### src/rtl/arbitro_funcoes.sv
// rtl/arbitro_funcoes.sv - timed-ownership arbiter sharing FUN0..FUN2 between stations IE01 and IE02
//
// Ports:
//   i_clk, i_rst                 clock, asynchronous active-high reset
//   i_req_ie0x                   request level per station; a rising edge is a new request
//   i_fun_ie0x [2:0]             requested function, one-hot
//   i_perf_ie0x [1:0]            profile level, 0 = no valid profile
//   o_gnt_ie0x                   station owns its captured function
//   o_wait_ie0x                  station is blocked by the other station
//   o_fun_ativa [2:0]            OR of the functions currently owned
//   o_perf_dono [1:0]            profile of the most recent grant
//   o_err                        one-cycle pulse on a rejected request
module arbitro_funcoes #(
    parameter int HOLD_CYCLES = 50_000_000,
    parameter int CNT_W       = 26
) (
    input  logic       i_clk,
    input  logic       i_rst,
    input  logic       i_req_ie01,
    input  logic       i_req_ie02,
    input  logic [2:0] i_fun_ie01,
    input  logic [2:0] i_fun_ie02,
    input  logic [1:0] i_perf_ie01,
    input  logic [1:0] i_perf_ie02,
    output logic       o_gnt_ie01,
    output logic       o_gnt_ie02,
    output logic       o_wait_ie01,
    output logic       o_wait_ie02,
    output logic [2:0] o_fun_ativa,
    output logic [1:0] o_perf_dono,
    output logic       o_err
);
    typedef enum logic [1:0] {S_IDLE = 2'd0, S_WAIT = 2'd1, S_GRANT = 2'd2} state_t;

    localparam logic [CNT_W-1:0] LOAD = CNT_W'(HOLD_CYCLES - 1);

    state_t           r_st01, r_st02, w_st01_nx, w_st02_nx;
    logic [CNT_W-1:0] r_cnt01, r_cnt02, w_cnt01_nx, w_cnt02_nx;
    logic [2:0]       r_fun01, r_fun02, w_fun01_nx, w_fun02_nx;
    logic [1:0]       r_perf01, r_perf02, w_perf01_nx, w_perf02_nx;
    logic [1:0]       r_perf_dono, w_perf_dono_nx;
    logic             r_req_q01, r_req_q02;
    logic             r_last_winner, w_last_winner_nx;  // 0 = IE01, 1 = IE02
    logic             r_err, w_err_nx;
    logic             w_enter01, w_enter02;

    function automatic logic f_onehot(input logic [2:0] f);
        return (f == 3'b001) || (f == 3'b010) || (f == 3'b100);
    endfunction

    logic w_new01, w_new02, w_valid01, w_valid02, w_go01, w_go02;
    logic w_busy01, w_busy02, w_held01, w_held02, w_tie, w_win01;

    assign w_new01   = i_req_ie01 & ~r_req_q01;
    assign w_new02   = i_req_ie02 & ~r_req_q02;
    assign w_valid01 = f_onehot(i_fun_ie01) && (i_perf_ie01 != 2'd0);
    assign w_valid02 = f_onehot(i_fun_ie02) && (i_perf_ie02 != 2'd0);
    assign w_go01    = w_new01 && w_valid01 && (r_st01 == S_IDLE);
    assign w_go02    = w_new02 && w_valid02 && (r_st02 == S_IDLE);

    // A holder in its last cycle (counter at 0) no longer blocks the function.
    assign w_busy01 = (r_st02 == S_GRANT) && (r_fun02 == i_fun_ie01) && (r_cnt02 != '0);
    assign w_busy02 = (r_st01 == S_GRANT) && (r_fun01 == i_fun_ie02) && (r_cnt01 != '0);
    assign w_held01 = (r_st02 == S_GRANT) && (r_fun02 == r_fun01) && (r_cnt02 != '0);
    assign w_held02 = (r_st01 == S_GRANT) && (r_fun01 == r_fun02) && (r_cnt01 != '0);

    // Simultaneous valid requests for the same function: profile first, then alternate.
    assign w_tie   = w_go01 && w_go02 && (i_fun_ie01 == i_fun_ie02);
    assign w_win01 = (i_perf_ie01 > i_perf_ie02) ||
                     ((i_perf_ie01 == i_perf_ie02) && r_last_winner);

    always_comb begin
        w_st01_nx        = r_st01;
        w_st02_nx        = r_st02;
        w_cnt01_nx       = r_cnt01;
        w_cnt02_nx       = r_cnt02;
        w_fun01_nx       = r_fun01;
        w_fun02_nx       = r_fun02;
        w_perf01_nx      = r_perf01;
        w_perf02_nx      = r_perf02;
        w_perf_dono_nx   = r_perf_dono;
        w_last_winner_nx = r_last_winner;
        w_err_nx         = 1'b0;
        w_enter01        = 1'b0;
        w_enter02        = 1'b0;

        case (r_st01)
            S_IDLE: begin
                if (w_go01) begin
                    w_fun01_nx  = i_fun_ie01;
                    w_perf01_nx = i_perf_ie01;
                    if (w_tie) begin
                        if (w_win01) w_enter01 = 1'b1;
                        else         w_st01_nx = S_WAIT;
                    end else if (w_busy01) begin
                        w_st01_nx = S_WAIT;
                    end else begin
                        w_enter01 = 1'b1;
                    end
                end else if (w_new01 && !w_valid01) begin
                    w_err_nx = 1'b1;
                end
            end
            S_WAIT:  if (!w_held01) w_enter01 = 1'b1;
            S_GRANT: begin
                if (r_cnt01 == '0) w_st01_nx  = S_IDLE;
                else               w_cnt01_nx = r_cnt01 - CNT_W'(1);
            end
            default: w_st01_nx = S_IDLE;
        endcase

        case (r_st02)
            S_IDLE: begin
                if (w_go02) begin
                    w_fun02_nx  = i_fun_ie02;
                    w_perf02_nx = i_perf_ie02;
                    if (w_tie) begin
                        if (!w_win01) w_enter02 = 1'b1;
                        else          w_st02_nx = S_WAIT;
                    end else if (w_busy02) begin
                        w_st02_nx = S_WAIT;
                    end else begin
                        w_enter02 = 1'b1;
                    end
                end else if (w_new02 && !w_valid02) begin
                    w_err_nx = 1'b1;
                end
            end
            S_WAIT:  if (!w_held02) w_enter02 = 1'b1;
            S_GRANT: begin
                if (r_cnt02 == '0) w_st02_nx  = S_IDLE;
                else               w_cnt02_nx = r_cnt02 - CNT_W'(1);
            end
            default: w_st02_nx = S_IDLE;
        endcase

        if (w_enter01) begin
            w_st01_nx  = S_GRANT;
            w_cnt01_nx = LOAD;
        end
        if (w_enter02) begin
            w_st02_nx  = S_GRANT;
            w_cnt02_nx = LOAD;
        end

        // Joint entry flips the winner (the station a tie would have favoured).
        if (w_enter01 && w_enter02) w_last_winner_nx = ~r_last_winner;
        else if (w_enter01)         w_last_winner_nx = 1'b0;
        else if (w_enter02)         w_last_winner_nx = 1'b1;

        if (w_enter01)      w_perf_dono_nx = w_perf01_nx;
        else if (w_enter02) w_perf_dono_nx = w_perf02_nx;
    end

    always_ff @(posedge i_clk or posedge i_rst) begin
        if (i_rst) begin
            r_st01        <= S_IDLE;
            r_st02        <= S_IDLE;
            r_cnt01       <= '0;
            r_cnt02       <= '0;
            r_fun01       <= 3'b000;
            r_fun02       <= 3'b000;
            r_perf01      <= 2'd0;
            r_perf02      <= 2'd0;
            r_perf_dono   <= 2'd0;
            r_req_q01     <= 1'b1;
            r_req_q02     <= 1'b1;
            r_last_winner <= 1'b1;
            r_err         <= 1'b0;
        end else begin
            r_st01        <= w_st01_nx;
            r_st02        <= w_st02_nx;
            r_cnt01       <= w_cnt01_nx;
            r_cnt02       <= w_cnt02_nx;
            r_fun01       <= w_fun01_nx;
            r_fun02       <= w_fun02_nx;
            r_perf01      <= w_perf01_nx;
            r_perf02      <= w_perf02_nx;
            r_perf_dono   <= w_perf_dono_nx;
            r_req_q01     <= i_req_ie01;
            r_req_q02     <= i_req_ie02;
            r_last_winner <= w_last_winner_nx;
            r_err         <= w_err_nx;
        end
    end

    assign o_gnt_ie01  = (r_st01 == S_GRANT);
    assign o_gnt_ie02  = (r_st02 == S_GRANT);
    assign o_wait_ie01 = (r_st01 == S_WAIT);
    assign o_wait_ie02 = (r_st02 == S_WAIT);
    assign o_fun_ativa = (o_gnt_ie01 ? r_fun01 : 3'b000) | (o_gnt_ie02 ? r_fun02 : 3'b000);
    assign o_perf_dono = r_perf_dono;
    assign o_err       = r_err;
endmodule

### config.mk
export PLATFORM = sky130hd
export DESIGN_NAME = arbitro_funcoes
export DESIGN_NICKNAME = d
export VERILOG_FILES = /design/src/rtl/arbitro_funcoes.sv
export SDC_FILE = /design/constraint.sdc
export NUM_CORES = 1
export LEC_CHECK = 0
export BUFFER_PORTS_ARGS = -buffer_cell sky130_fd_sc_hd__buf_2
export CAP_MARGIN = 0
export CELL_PAD_IN_SITES_DETAIL_PLACEMENT = 1
export CELL_PAD_IN_SITES_GLOBAL_PLACEMENT = 1
export CORE_UTILIZATION = 30
export DETAILED_ROUTE_END_ITERATION = 8
export PLACE_DENSITY_LB_ADDON = 0.05
export SLEW_MARGIN = 20
export SYNTH_ARGS = -nofsm -noshare
export SYNTH_HDL_FRONTEND = slang
export SYNTH_SLANG_ARGS = --single-unit
### constraint.sdc
create_clock -name i_clk -period 2.8 [get_ports i_clk]
set_clock_uncertainty 0.15 [all_clocks]
set_input_delay 0.42 -clock i_clk [delete_from_list [all_inputs] [get_ports i_clk]]
set_output_delay 0.42 -clock i_clk [all_outputs]
set_load 0.01 [all_outputs]
==> flow_summary.ini, run 1 <==
[clock_network]
clock_sinks = 72
cts_tree = yes
cts-htree-levels = 3
cts_max_path_buffers = 2
path_clk_slew_ns = 0.06
hold_buffers = 0
clock_latency_ns = 0.34
numCtsBuffers = 9
cts-root-buf = clkbuf_16

[placement]
gp_congestion = 0.725
dp_cells = 604
place_hpwl_microns = 7130
numPortBuffers = 23

[yosys]
synth-seq-cells = 72
synth_edf_count = 0
synth_xor_area_frac = 0.124
yosysWarnings = 0
synth_mux_area_frac = 0.0315
synth_top_family_by_area = simple AND/OR/NAND/NOR gates
ys_seq_area_frac = 0.464
synth_cell_type_count = 52
syn_nets = 407
synth_compound_area_frac = 0.102
netlist_area_sq_mm = 0.00389
async_reset_ff_frac = 1.00
syn_area_per_cell_sq_um = 10.1
yosys.area_share.simple = 0.236
synth_ff_type = dfrtp_1
synth_cells = 387
synthAdderAreaFrac = 0.0193

[detailed_routing]
drt_pass1_iterations = 4
vias_per_cell = 4.90
drt_iter0_drc = 82
wl_per_cell_microns = 16.1
vias = 3064
detail-route-antenna-nets = 0
drc_errors = 0
wl_microns = 10100

[pwr]
power_mw = 3.73
leakagePower_nw = 1.94
irDropWorstVdd_mv = 0.317
pwr_density_cell_mw_per_mm2 = 772

[layout]
final_cells = 625
area_growth_syn_to_layout_pct = 24.2
final_common_cell = dfrtp_1
layout_common_cells = 69 x dfrtp_1, 39 x nand2_1, 36 x xor2_1
n_antenna_cell = 0
drive_gt1_frac = 0.241
final_nets = 469
utilization = 0.383

[global_route]
track_usage = 0.165
grt_pass1_vias = 3313
grt_max_degree = 33
grt_pass1_wl_microns = 16800
antenna_found_initial = 0
overflow = 0

[run_status]
outcome = finished with violations
violations = negative hold slack

[setup_path]
cp_data_required_time_ns = 2.87
r2r_cells = 7
endpoint_kind = flip-flop
cp_max_fo = 9
r2r_end = r_cnt01[10]
cpMaxStageDelayCell = or4_4
path_delay_family = simple AND/OR/NAND/NOR gates
reg2reg_slack_ns = 0.1
r2r_start = r_cnt01[2]
cp_num_buf_inv = 1
crit_arrival_ns = 2.77
path_cells = or4_4 -> or4_4 -> o311ai_4 -> buf_4 -> nor4_1 -> xor2_1 -> and2_1
worstSetupStartpointType = flip-flop
path_class = flip-flop to flip-flop
slowest_delay_ns = 0.57
critPathMostFrequentCell = or4_4

[timing]
relSlewSlack = 0.486
worst_pin_slew_ns = 0.771
whs_ns = -0.0184
setup_viol = 0
rsz0062_at_grt = yes
min_period_ns = 2.70
period_share = 0.965
slew_violations = 0
finalHoldViolations = 19
max_freq_mhz = 370
finalSetupTns_ns = 0

[run]
maxCapViolCount = 0

[die]
rows = 41
pin_count = 24
die_x_microns = 116
fp.dieArea_sq_mm = 0.0134
start_util = 0.309
die_height_microns = 116
core_area_sq_mm = 0.0126

[worst_hold_path]
hold_class = primary input to asynchronous set/reset pin
[worst register-to-register path, cell delays in order (launching register included)]
cell and delay (ns):
dfrtp_1 0.38, or4_4 0.54, or4_4 0.57, o311ai_4 0.34
buf_4 0.23, nor4_1 0.07, xor2_1 0.14, and2_1 0.17
[worst max-delay path by stage]
stage	start	to	slack (ns)	depth (start not counted)
5_1_grt	r_cnt01[19]	r_cnt01[22]	-0.02	8
3_5_place_dp	r_cnt02[9]	o_perf_dono[0]	-0.06	7
6_report	r_cnt01[2]	r_cnt01[10]	0.1	7
3_3_place_gp	r_cnt02[9]	o_perf_dono[0]	-0.10	7
4_1_cts	r_cnt02[9]	o_perf_dono[0]	0.02	7
2_1_floorplan	r_cnt01[2]	r_st02[1]	0.04	8
[cell usage after synthesis, types with 2 or more instances]
cell type	count	area, sq um
o41ai_1	2	17.5
a21boi_0	3	22.5
or2_2	3	18.8
o2111ai_1	2	17.5
xor2_1	36	315
clkbuf_1	10	37.5
nand3b_1	5	37.5
nor4_1	8	50.1
or4_4	2	22.5
inv_1	9	33.8
o211ai_1	5	37.5
dfrtp_1	69	1730
nor3_2	2	20.0
or4_1	7	52.6
ha_1	6	75.1
nand4_1	6	37.5
nor2b_1	5	31.3
nor3_1	22	110
and4_1	2	17.5
nand3_1	14	70.1
nor2_1	26	97.6
o21ai_0	12	60.1
o311ai_2	2	32.5
a31oi_1	3	18.8
buf_6	2	22.5
o31ai_1	2	15.0
or3_1	8	50.1
nand2b_1	5	31.3
mux2_2	10	113
nand4b_1	4	35.0
a22o_1	3	26.3
a32oi_1	2	17.5
nand2_1	39	146
xnor2_1	19	166
a21oi_1	3	15.0
dfstp_2	3	78.8
and2_1	9	56.3
nor4b_1	3	26.3
[state kept, by name, indices dropped and copies added (netlist names)]
| register | cells |
|---|---|
| o_err | 1 |
| o_perf_dono | 2 |
| r_cnt01 | 26 |
| r_cnt02 | 26 |
| r_fun01 | 3 |
| r_fun02 | 3 |
| r_last_winner | 1 |
| r_perf01 | 2 |
| r_perf02 | 2 |
| r_req_q01 | 1 |
| r_req_q02 | 1 |
| r_st01 | 2 |
| r_st02 | 2 |
[layout make-up]
class / instances / area [sq um]
fill: 1454 / 7780
multi-input combinational: 294 / 2040
sequential: 72 / 1810
timing repair buffer: 63 / 474
clock buffer: 11 / 243
tap: 172 / 215
inverter: 9 / 33.8
clock inverter: 4 / 22.5
[stage by stage]
stage                     area [sq um]  setup slack [ns]
final                             4840            0.0991
after global routing              4840           -0.0228
after CTS                         4750            0.0151
after detailed placement          4470           -0.0633
after global placement            4470            -0.103
after floorplan                   3890            0.0366
[cells by family (layout without fill, tap and decap cells)]
group / Yosys count / in the layout
buf+inv: 21 / 87
xor+xnor: 55 / 55
compound gates: 51 / 51
simple gates: 171 / 171
mux: 11 / 11
fa+ha+maj: 6 / 6
flops: 72 / 72
[where the power goes]
group          leakage (nW)  switching [mW]  internal (mW)
Clock                 0.131           0.429          0.614
Combinational          1.00           0.648          0.585
Sequential            0.807           0.190           1.27
[per-layer routing]
metal  vias up  global-route usage  share of wire
met5         -                   0              0
met4         0              0.0521          0.015
met3         9              0.0439          0.023
met2        27               0.277           0.49
met1      1519               0.205           0.48
li1       1509                   -              -
[timing repair]
action / in CTS / in global routing
gates resized for setup: 2 / 6
pin swaps: 1 / 3
gates cloned: 0 / 1
endpoints found under the setup margin: 9 / 10
buffers inserted: 1 / 4
hold endpoints to repair: 0 / 0
Note: power is estimated with default switching activity, not from simulation.
==> run 2, diff against run 1 <==
--- a/config.mk
+++ b/config.mk
@@ -9,6 +9,7 @@
 export CAP_MARGIN = 0
 export CELL_PAD_IN_SITES_DETAIL_PLACEMENT = 1
 export CELL_PAD_IN_SITES_GLOBAL_PLACEMENT = 1
+export CORE_MARGIN = 3
 export CORE_UTILIZATION = 30
 export DETAILED_ROUTE_END_ITERATION = 8
 export PLACE_DENSITY_LB_ADDON = 0.05
==> run 2 against run 1 <==
Compared with the run above:
- the run now ends clean
- die area rose by 7.0%
- sequential share of layout area rose by 0.43 points
- cell area fell by 1.1%
- utilization rose by 0.35 points
- sequential power barely moved
- total power rose by 1.7%
- non-clock buffer count fell by 4
- clock power rose by 11%
- fmax fell by 0.17%
- hold slack improved by 0.050 ns
==> flow_summary.ini, run 2 (synthesized netlist as in run 1, its figures left out) <==
[timing]
finalHoldViolations = 0
period_share = 0.966
worst_pin_slew_ns = 0.796
relSlewSlack = 0.469
min_period_ns = 2.71
setup_viol = 0
rsz0062_at_grt = yes
max_freq_mhz = 370
slew_violations = 0
whs_ns = 0.0320

[die]
start_util = 0.315
fp.dieArea_sq_mm = 0.0144
die_height_microns = 120
rows = 40
pin_count = 24
die_x_microns = 120
core_area_sq_mm = 0.0124

[placement]
dp_cells = 599
place_hpwl_microns = 6930
place_area_sq_mm = 0.00445
gp_congestion = 0.773
numPortBuffers = 23

[layout]
ff_latch_area_sq_mm = 0.00181
multi_input_area_sq_mm = 0.00202
utilization = 0.387
n_antenna_cell = 0
reg_top3 = r_cnt01: 26 flops, r_cnt02: 26 flops
final.fill_count = 1422
final_cells = 618
area_growth_syn_to_layout_pct = 22.8
layout_common_cells = 69 x dfrtp_1, 39 x nand2_1, 36 x xor2_1
fin_area_sq_mm = 0.00478
drive_gt1_frac = 0.227
final_common_cell = dfrtp_1
final_nets = 465

[pwr]
power_mw = 3.80
irDropWorstVdd_mv = 0.362
leakagePower_nw = 1.91
pwr_density_cell_mw_per_mm2 = 794

[clock_network]
clock_sinks = 72
cts_max_path_buffers = 2
path_clk_slew_ns = 0.06
cts-htree-levels = 3
cts_tree = yes
cts-root-buf = clkbuf_16
clock_latency_ns = 0.35
numCtsBuffers = 9

[detailed_routing]
wl_microns = 9690
wl_per_cell_microns = 15.7
drt_pass1_iterations = 4
drt_iter0_drc = 133
drc_errors = 0
detail-route-antenna-nets = 0
vias = 3065
vias_per_cell = 4.96

[worst_hold_path]
hold_class = primary input to flip-flop

[setup_path]
cpMaxStageDelayCell = or4_4
path_delay_family = simple AND/OR/NAND/NOR gates
slowest_delay_ns = 0.56
worstSetupStartpointType = flip-flop
critPathMostFrequentCell = or4_4
endpoint_kind = flip-flop
cp_max_fo = 20
path_cells = or4_4 -> or4_4 -> o31a_1 -> a311oi_4 -> nor3_2 -> buf_12 -> o211ai_1
path_class = flip-flop to flip-flop
crit_arrival_ns = 2.81
cp_num_buf_inv = 1
cp_data_required_time_ns = 2.90

[global_route]
grt_pass1_wl_microns = 16700
grt_max_degree = 58
track_usage = 0.147
overflow = 0
grt_pass1_vias = 3311
antenna_found_initial = 0

[run_status]
outcome = completed

[run]
maxCapViolCount = 0
==> run 2: area by class of cell <==
class	instances	area share
sequential	72	0.378
timing repair buffer	59	0.0890
multi-input combinational	294	0.422
clock inverter	6	0.0126
clock buffer	10	0.0479
inverter	9	0.00733
tap	168	0.0440
==> run 2: path summary, 6_finish.rpt <==
| path | startpoint | end | slack, ns | cells after the start |
|---|---|---|---|---|
| setup / recovery | r_cnt01[3] | r_cnt02[3] | 0.09 | 7 |
| hold / removal | i_req_ie02 | r_req_q02 | 0.03 | 1 |
| setup reg to reg | r_cnt01[3] | r_cnt02[3] | 0.09 | 7 |
| hold reg to reg | r_st02[1] | r_st02[0] | 0.32 | 1 |
| max in group asynchronous | i_rst | r_req_q01 | 1.44 | 4 |
| min in group asynchronous | i_rst | r_cnt02[13] | 0.41 | 3 |
==> run 2: worst reg2reg max path, cell delays in order (launching register included) <==
cell and delay (ns):
dfrtp_1 0.41, or4_4 0.53, or4_4 0.56, o31a_1 0.33, a311oi_4 0.28, nor3_2 0.10, buf_12 0.16, o211ai_1 0.10
==> run 2: power by group <==
group	switching, mW	internal (mW)	leakage (nW)
registers	0.190	1.27	0.807
clock network	0.462	0.685	0.138
logic	0.617	0.577	0.962
total	1.27	2.53	1.91
==> run 2: what timing repair did <==
item,CTS,global route
buffers inserted,0,2
resized for setup,1,2
hold buffers,1,0
pin swaps,0,2
endpoints found under the setup margin,8,26
hold endpoints to repair,15,0
==> run 2: per-layer routing <==
metal  share of wire  vias to the layer above  global-route usage
met3           0.026                       14              0.0320
met5               0                        -                   0
li1                -                     1499                   -
met1            0.49                     1521               0.191
met4           0.022                        0              0.0687
met2            0.46                       31               0.235
==> run 2: per-stage QoR <==
step	setup slack (ns)	setup TNS, ns
2_1_floorplan	0.0366	0
3_3_place_gp	0.0213	0
3_5_place_dp	-0.0314	-0.169
4_1_cts	0.0263	0
5_1_grt	-0.0168	-0.0168
6_report	0.0945	0
==> run 3, diff against run 2 <==
--- a/config.mk
+++ b/config.mk
@@ -5,6 +5,7 @@
 export SDC_FILE = /design/constraint.sdc
 export NUM_CORES = 1
 export LEC_CHECK = 0
+export ABC_AREA = 1
 export BUFFER_PORTS_ARGS = -buffer_cell sky130_fd_sc_hd__buf_2
 export CAP_MARGIN = 0
 export CELL_PAD_IN_SITES_DETAIL_PLACEMENT = 1
@@ -13,6 +14,7 @@
 export CORE_UTILIZATION = 30
 export DETAILED_ROUTE_END_ITERATION = 8
 export PLACE_DENSITY_LB_ADDON = 0.05
+export SKIP_CTS_REPAIR_TIMING = 1
 export SLEW_MARGIN = 20
 export SYNTH_ARGS = -nofsm -noshare
 export SYNTH_HDL_FRONTEND = slang
==> run 3 against run 2 <==
Compared with the run above:
- sequential share of layout area fell by 3.0 points
- synthesized cell count rose by 55%
- cell count rose by 33%
- flip-flop and latch count is the same
- first-iteration DRC count is 9.8% higher
- hold slack worse by 0.026 ns
- critical path type unchanged
- critical path depth grew 4
- via count up 28%
- non-clock buffer count shrank 27
==> flow_summary.ini, run 3 <==
[yosys]
synth_ff_type = dfrtp_1
synth_top_area_frac = 0.378
synth_cells = 601
synth_edf_count = 0
syn_nets = 621
yosysMostFrequentCell = nand2_1
synth-seq-cells = 72
syn_area_per_cell_sq_um = 7.60
ys_seq_area_frac = 0.395
yosys-top-cells-count = 155 x nand2_1, 99 x nor2_1, 69 x dfrtp_1
netlist_area_sq_mm = 0.00457
yosysTopAreaCell = dfrtp_1
yosysWarnings = 0
async_reset_ff_frac = 1.00
synth_cell_type_count = 35
synthTopCellsByArea = dfrtp_1 38%, nand2_1 13%, nor2_1 8.1%

[die]
die_x_microns = 129
core_area_sq_mm = 0.0147
die_height_microns = 129
pin_count = 24
start_util = 0.311
rows = 44
fp.dieArea_sq_mm = 0.0167

[detailed_routing]
wl_per_cell_microns = 15.5
vias = 3911
wl_microns = 12700
drc_errors = 0
drt_pass1_iterations = 4
drt_iter0_drc = 146
detail-route-antenna-nets = 0
vias_per_cell = 4.77

[timing]
rsz0062_at_grt = no
relSlewSlack = 0.544
finalHoldViolations = 0
finalSetupTns_ns = 0
worst_pin_slew_ns = 0.683
setup_viol = 0
max_freq_mhz = 433
period_share = 0.824
min_period_ns = 2.31
setup_slack_ns = 0.493
slew_violations = 0

[layout]
final.fill_count = 1817
final_common_cell = nand2_1
area_growth_syn_to_layout_pct = 13.9
reg_top3 = r_cnt01: 26 flops, r_cnt02: 26 flops
utilization = 0.354
final_nets = 651
layout_common_cells = 155 x nand2_1, 99 x nor2_1, 69 x dfrtp_1
fin_area_sq_mm = 0.00520
final_cells = 820
n_antenna_cell = 0
drive_gt1_frac = 0.151

[pwr]
p_comb_frac = 0.035
pwr_density_cell_mw_per_mm2 = 457
leakagePower_nw = 2.26
pwr-share-seq = 0.439
p_sw_frac = 0.223
clkPwrFrac = 0.526
irDropWorstVdd_mv = 0.282
p_int_mw = 1.85
power.switching_mw = 0.531

[setup_path]
path_class = flip-flop to flip-flop
cp_data_required_time_ns = 2.86
critPathMostFrequentCell = nand2_1
cp_num_buf_inv = 3
worstSetupStartpointType = flip-flop
slowest_delay_ns = 0.38
path_cells = inv_1 -> ha_1 -> nand2_1 -> nor2_1 -> nand4_2 -> inv_2 -> nor2_4 -> buf_4 -> nand2_1 -> xor2_1 -> nand2_1
endpoint_kind = flip-flop
path_delay_family = simple AND/OR/NAND/NOR gates
crit_arrival_ns = 2.37
cp_max_fo = 14
cpMaxStageDelayCell = dfrtp_1

[clock_network]
cts_tree = yes
path_clk_slew_ns = 0.06
cts-root-buf = clkbuf_16
clock_latency_ns = 0.34
cts-htree-levels = 3
numCtsBuffers = 9
clock_sinks = 72
cts_max_path_buffers = 2

[global_route]
antenna_found_initial = 0
grt_pass1_wl_microns = 21700
grt_pass1_vias = 4201
grt_max_degree = 37
track_usage = 0.166
overflow = 0

[placement]
dp_slack_ns = 0.388
place_hpwl_microns = 9810
place_area_sq_mm = 0.00488
numPortBuffers = 23
gp_congestion = 0.792
dp_cells = 804

[worst_hold_path]
hold_class = primary input to asynchronous set/reset pin

[run_status]
outcome = completed

[run]
maxCapViolCount = 0
==> run 3: worst paths after layout <==
path | from | end | slack, ns | depth (start not counted)
setup / recovery | r_cnt02[0] | r_cnt02[15] | 0.49 | 11
hold / removal | i_rst | r_cnt02[19] | 0.006 | 2
setup reg to reg | r_cnt02[0] | r_cnt02[15] | 0.49 | 11
max in group asynchronous | i_rst | r_req_q01 | 1.81 | 3
min in group i_clk | i_req_ie01 | r_req_q01 | 0.04 | 1
hold reg to reg | r_perf01[1] | r_perf01[1] | 0.33 | 2
==> run 3: power by group through the flow <==
stage	Combinational, mW	Clock, mW	Sequential [mW]
2_1_floorplan	0.0511	0	1.06
3_3_place_gp	0.0846	0	1.06
3_5_place_dp	0.0876	0	1.06
4_1_cts	0.0879	1.31	1.04
5_1_grt	0.0978	1.33	1.04
6_report	0.0834	1.25	1.04
==> run 3: layer usage <==
layer	vias up	GRT usage	part of all wire
met5	-	0	0
met4	0	0.0408	0.0097
met3	9	0.0375	0.022
met2	26	0.288	0.50
met1	1910	0.209	0.47
li1	1966	-	-
==> run 3: cell type report <==
class | count | area, sq um | area share
multi-input combinational | 460 | 2450 | 0.471
sequential | 72 | 1810 | 0.347
tap | 184 | 230 | 0.0443
clock buffer | 9 | 225 | 0.0433
inverter | 56 | 211 | 0.0407
timing repair buffer | 32 | 183 | 0.0351
clock inverter | 7 | 96.3 | 0.0185
==> run 3: worst reg2reg max path, delay by kind of cell (launching register included) <==
| kind | cells | cell delay, ns |
|---|---|---|
| XOR/XNOR | 1 | 0.16 |
| adder cells (fa/ha/maj) | 1 | 0.22 |
| buffers and inverters | 3 | 0.47 |
| flip-flops | 1 | 0.38 |
| AND/OR/NAND/NOR | 6 | 0.80 |
==> run 3: logic make-up (layout without fill, tap and decap cells) <==
| group | count (synthesis) | count (layout) | share of synthesized area |
|---|---|---|---|
| AOI/OAI and AO/OA | 45 | 45 | 0.0592 |
| DFF | 72 | 72 | 0.395 |
| xor gates and xnor gates | 46 | 46 | 0.0882 |
| adders and majority gates | 6 | 6 | 0.0164 |
| and+or+nand+nor | 362 | 362 | 0.370 |
| muxes | 1 | 1 | 0.00247 |
| buffers and inverters | 69 | 104 | 0.0685 |
==> run 3: through the flow <==
step	hold WS (ns)	power, mW
floorplan	0.274	1.11
global route	0.0265	2.47
finish	0.00636	2.38
detailed placement	0.311	1.15
CTS	0.0215	2.44
global placement	0.305	1.15
